File: src/rtl/ps2_cmd_arbiter.sv
// Round-robin scheduler that shares the PS/2 host-to-device path between command
// sources: launches each granted byte, waits for the device reply and retries on failure.
module ps2_cmd_arbiter #(
    parameter int N_REQ       = 3,
    parameter int ACK_TIMEOUT = 500000,
    parameter int MAX_RETRY   = 3
) (
    input  logic               qzt_clk,
    input  logic               rst_n,
    input  logic [N_REQ-1:0]   req,
    input  logic [8*N_REQ-1:0] req_data,
    output logic [N_REQ-1:0]   grant,
    output logic [N_REQ-1:0]   done,
    output logic [N_REQ-1:0]   err,
    output logic [7:0]         resp,
    output logic               busy,
    output logic [7:0]         tx_data,
    output logic               tx_start,
    input  logic               tx_done,
    input  logic               tx_err,
    input  logic               rx_valid,
    input  logic [7:0]         rx_data
);

    localparam int PW = (N_REQ > 1) ? $clog2(N_REQ) : 1;
    localparam int CW = (ACK_TIMEOUT > 1) ? $clog2(ACK_TIMEOUT) : 1;
    localparam int RW = (MAX_RETRY > 0) ? $clog2(MAX_RETRY + 1) : 1;

    localparam logic [PW-1:0] LAST_IDX  = PW'(N_REQ - 1);
    localparam logic [CW-1:0] TO_LAST   = CW'(ACK_TIMEOUT - 1);
    localparam logic [RW-1:0] RETRY_MAX = RW'(MAX_RETRY);

    localparam logic [7:0] RSP_ACK    = 8'hFA;
    localparam logic [7:0] RSP_RESEND = 8'hFE;
    localparam logic [7:0] RSP_ERROR  = 8'hFC;

    typedef enum logic [1:0] {
        IDLE,
        WAIT_TX,
        WAIT_ACK,
        RELEASE
    } state_t;

    function automatic logic [PW-1:0] next_idx(input logic [PW-1:0] v);
        return (v == LAST_IDX) ? '0 : v + 1'b1;
    endfunction

    state_t           state, state_n;
    logic [PW-1:0]    ptr, ptr_n;
    logic [PW-1:0]    owner, owner_n;
    logic [RW-1:0]    retry_cnt, retry_n;
    logic [CW-1:0]    to_cnt, to_cnt_n;
    logic [N_REQ-1:0] grant_n, done_n, err_n;
    logic             tx_start_n;
    logic [7:0]       tx_data_n, resp_n;

    logic [7:0]       req_byte [N_REQ];
    logic             sel_found;
    logic [PW-1:0]    sel_idx, cand;
    logic             do_retry, do_ok, do_fail;

    for (genvar gi = 0; gi < N_REQ; gi++) begin : g_req_byte
        assign req_byte[gi] = req_data[8*gi +: 8];
    end

    assign busy = (state != IDLE);

    always_comb begin
        state_n    = state;
        ptr_n      = ptr;
        owner_n    = owner;
        retry_n    = retry_cnt;
        to_cnt_n   = to_cnt;
        grant_n    = grant;
        done_n     = '0;
        err_n      = '0;
        tx_start_n = 1'b0;
        tx_data_n  = tx_data;
        resp_n     = resp;
        do_retry   = 1'b0;
        do_ok      = 1'b0;
        do_fail    = 1'b0;

        // Scan requesters starting at ptr and wrapping; first set bit wins.
        sel_found = 1'b0;
        sel_idx   = '0;
        cand      = ptr;
        for (int i = 0; i < N_REQ; i++) begin
            if (!sel_found && req[cand]) begin
                sel_found = 1'b1;
                sel_idx   = cand;
            end
            cand = next_idx(cand);
        end

        case (state)
            IDLE: begin
                if (sel_found) begin
                    grant_n          = '0;
                    grant_n[sel_idx] = 1'b1;
                    owner_n          = sel_idx;
                    tx_data_n        = req_byte[sel_idx];
                    tx_start_n       = 1'b1;
                    retry_n          = '0;
                    state_n          = WAIT_TX;
                end
            end
            WAIT_TX: begin
                // Received bytes here are unsolicited traffic and are dropped.
                if (tx_done) begin
                    to_cnt_n = '0;
                    state_n  = WAIT_ACK;
                end else if (tx_err) begin
                    do_retry = 1'b1;
                end
            end
            WAIT_ACK: begin
                if (rx_valid && rx_data == RSP_ACK) begin
                    resp_n = rx_data;
                    do_ok  = 1'b1;
                end else if (rx_valid && rx_data == RSP_RESEND) begin
                    resp_n   = rx_data;
                    do_retry = 1'b1;
                end else if (rx_valid && rx_data == RSP_ERROR) begin
                    resp_n  = rx_data;
                    do_fail = 1'b1;
                end else if (to_cnt == TO_LAST) begin
                    do_retry = 1'b1;
                end else begin
                    to_cnt_n = to_cnt + 1'b1;
                end
            end
            RELEASE: begin
                state_n = IDLE;
            end
            default: begin
                state_n = IDLE;
            end
        endcase

        if (do_retry) begin
            if (retry_cnt < RETRY_MAX) begin
                retry_n    = retry_cnt + 1'b1;
                tx_start_n = 1'b1;
                state_n    = WAIT_TX;
            end else begin
                do_fail = 1'b1;
            end
        end

        if (do_ok || do_fail) begin
            done_n  = grant;
            err_n   = do_fail ? grant : '0;
            grant_n = '0;
            ptr_n   = next_idx(owner);
            state_n = RELEASE;
        end
    end

    always_ff @(posedge qzt_clk or negedge rst_n) begin
        if (!rst_n) begin
            state     <= IDLE;
            ptr       <= '0;
            owner     <= '0;
            retry_cnt <= '0;
            to_cnt    <= '0;
            grant     <= '0;
            done      <= '0;
            err       <= '0;
            tx_start  <= 1'b0;
            tx_data   <= 8'h00;
            resp      <= 8'h00;
        end else begin
            state     <= state_n;
            ptr       <= ptr_n;
            owner     <= owner_n;
            retry_cnt <= retry_n;
            to_cnt    <= to_cnt_n;
            grant     <= grant_n;
            done      <= done_n;
            err       <= err_n;
            tx_start  <= tx_start_n;
            tx_data   <= tx_data_n;
            resp      <= resp_n;
        end
    end

endmodule
File: config.mk
export PLATFORM = sky130hd
export DESIGN_NAME = ps2_cmd_arbiter
export DESIGN_NICKNAME = d
export VERILOG_FILES = /design/src/rtl/ps2_cmd_arbiter.sv
export SDC_FILE = /design/constraint.sdc
export NUM_CORES = 1
export LEC_CHECK = 0
export CAP_MARGIN = 5
export CORE_UTILIZATION = 45
export DETAILED_ROUTE_END_ITERATION = 10
export PLACE_DENSITY = 0.73
export SYNTH_ARGS = -nofsm -noshare
export SYNTH_HDL_FRONTEND = slang
export SYNTH_SLANG_ARGS = --single-unit
File: constraint.sdc
create_clock -name qzt_clk -period 3.6 [get_ports qzt_clk]
set_input_delay 0.72 -clock qzt_clk [delete_from_list [all_inputs] [get_ports qzt_clk]]
set_output_delay 0.72 -clock qzt_clk [all_outputs]
set_load 0.01 [all_outputs]
==> qor.yml <==
status:
  run_status: "completed"
layout:
  final_nets: 394
  fill_cells: 545
  final_cell_mix: "65 x clkdlybuf4s50_1, 53 x dfrtp_1, 40 x nand2_1"
  diodes: 0
  area_growth_pct: 27.0
  drive_gt1_share_pct: 9.71
  postLayoutCoreUtil_pct: 60.8
  layout_commonest_cell: "clkdlybuf4s50_1"
setup_path:
  rr_endpoint: "to_cnt[3]$_DFFE_PN0P_"
  path_max_fanout: 25
  r2r_cells: 7
  cp-start-kind: "flop"
  path_class: "flop to flop"
  worstSetupEndpointType: "flop"
  arrival_ns: 2.90
  r2r_start: "state[0]$_DFF_PN0_"
  cp.required_ns: 3.81
  r2r_slack_ns: 0.92
global_route:
  grt-ovfl-total: 0
  grt_pass1_wl_mm: 10.9
  grt_use_total_pct: 21.2
  antenna_found_initial: 0
  grt_max_degree: 35
  grt_pass1_vias: 2362
timing:
  min_period_over_period_pct: 74.5
  setup_viol: 0
  finalHoldViolations: 0
  final.setup.worst_slack_ns: 0.918
  final_max_slew_viol_count: 0
  fin_tns_setup_ns: 0
  relSlewSlack_pct: 27.1
  worst_pin_slew_ns: 1.09
  rsz0062_at_grt: "false"
  fmax_ghz: 0.373
  period_needed_ns: 2.68
  clock_skew_ns: 0.0109
route:
  drtIter0Drc: 175
  drc: 0
  final_antenna_net_count: 0
  drt-pass1-iter-count: 4
  routed_wl_mm: 6.40
  wire_per_inst_um: 15.1
  num_vias: 2428
  via_per_inst: 5.71
floorplan:
  start_util_pct: 47.9
  rows: 28
  ioPinCount: 67
  core_area_um2: 6060
  fp.dieArea_um2: 6780
  die_w_um: 82.3
  die_y_um: 82.3
min_path:
  whs_endpoint: "resp[4]$_DFFE_PN0P_"
  hp-class: "flop to flop"
  worstHoldStart: "resp[4]$_DFFE_PN0P_"
  hold_depth: 1
synthesis:
  synth_top_area_share_pct: 45.7
  netlist_instances: 284
  synthTopCellsByArea: "dfrtp_1 46%, nand2_1 5.2%, mux2i_1 3.4%"
  ys_seq_elements: 53
  yosysSeqAreaShare_pct: 45.7
  synth_cell_type_count: 60
  synth.largest_area_cell: "dfrtp_1"
  synthesis.area_um2: 2900
  synth-edff-count: 0
  ys_async_sr_fraction_pct: 100
  syn-num-nets: 329
  synth_warnings: 0
  avgSynthCellArea_um2: 10.2
  synthFlopType: "dfrtp_1"
placement:
  place_ws_ns: 0.742
  portBuffers: 66
  place_congestion: 0.791
  dp_hpwl_mm: 4.71
clock_tree:
  h-tree-depth: 2
  clk_pin_slew_ns: 0.10
  hold_buffers: 0
  cts_tree: "done"
  cts_root_buf: "clkbuf_8"
  post_cts_resized: 0
  post_cts_buffers: 0
  clockBufferDepth: 2
  numCtsBuffers: 5
  insertion_delay_ns: 0.31
  clkSinkCount: 53
power:
  ir_worst_vdd_v: 0.000405
  finalPower_mw: 1.88
  p_leak_nw: 1.67
  power_density_nw_per_um2: 511
run:
  drv_cap: 0
worst max-delay path by stage:
stage	cells after the start	endpoint	startpoint
2_1_floorplan	4	ptr[0]$_DFFE_PN0P_	rx_data[0]
3_3_place_gp	6	to_cnt[15]$_DFFE_PN0P_	rx_data[1]
3_5_place_dp	6	to_cnt[15]$_DFFE_PN0P_	rx_data[1]
4_1_cts	7	to_cnt[3]$_DFFE_PN0P_	state[0]$_DFF_PN0_
5_1_grt	7	to_cnt[9]$_DFFE_PN0P_	state[0]$_DFF_PN0_
6_report	7	to_cnt[3]$_DFFE_PN0P_	state[0]$_DFF_PN0_
sequential cells by signal, indices dropped and copies added, names as in the netlist:
register / count
grant: 3
retry_cnt: 2
to_cnt: 19
ptr: 2
tx_data: 8
resp: 8
done: 3
state: 2
tx_start: 1
err: 3
owner: 2
layer usage:
metal  GRT usage, %  up-vias  share of wire, %
li1               -     1173                 -
met1           26.0     1195                44
met2           37.2       53                51
met3           5.05        7               4.6
met4           5.61        0              0.95
met5              0        -                 0
power by group:
| group | internal, mW | switching, mW |
|---|---|---|
| logic | 0.349 | 0.423 |
| clock network | 0.139 | 0.189 |
| registers | 0.705 | 0.0792 |
metrics by stage:
step	hold WS [ns]	cells	instance area, um2
floorplan	0.424	284	2900
global placement	0.449	417	3610
detailed placement	0.451	417	3610
CTS	0.477	425	3690
global route	0.513	425	3690
finish	0.473	425	3690
cell usage after synthesis, drive strengths merged (8+ instances only):
master,instances
dfrtp,53
o31ai,8
nand2,40
nand2b,11
inv,11
nand3,11
mux2,10
nand4,9
mux2i,10
nor2,11
o21ai,23
layout make-up:
class / count / area [um2] / area share (%)
multi-input cells: 210 / 1480 / 40.0
repair buffers: 68 / 671 / 18.2
well taps: 75 / 93.8 / 2.54
inverters: 11 / 41.3 / 1.12
clock buffers: 8 / 80.1 / 2.17
flip-flops and latches: 53 / 1330 / 36.0
worst max-delay path, cell delays in order (launching register included):
cell	delay [ns]
dfrtp_1	0.41
inv_1	0.10
ha_1	0.51
and4bb_1	0.31
nand4_4	0.16
o21ai_2	0.76
o21ai_0	0.22
o31ai_1	0.12
kinds of logic after synthesis:
logic type	after synthesis	synth area share [%]
compound gates	67	16.7
xor+xnor	3	0.905
fa+ha+maj	5	2.16
buf+inv	21	3.49
flops	53	45.7
mux	20	7.59
simple gates	115	23.5
(Power assumes the default switching activity.)
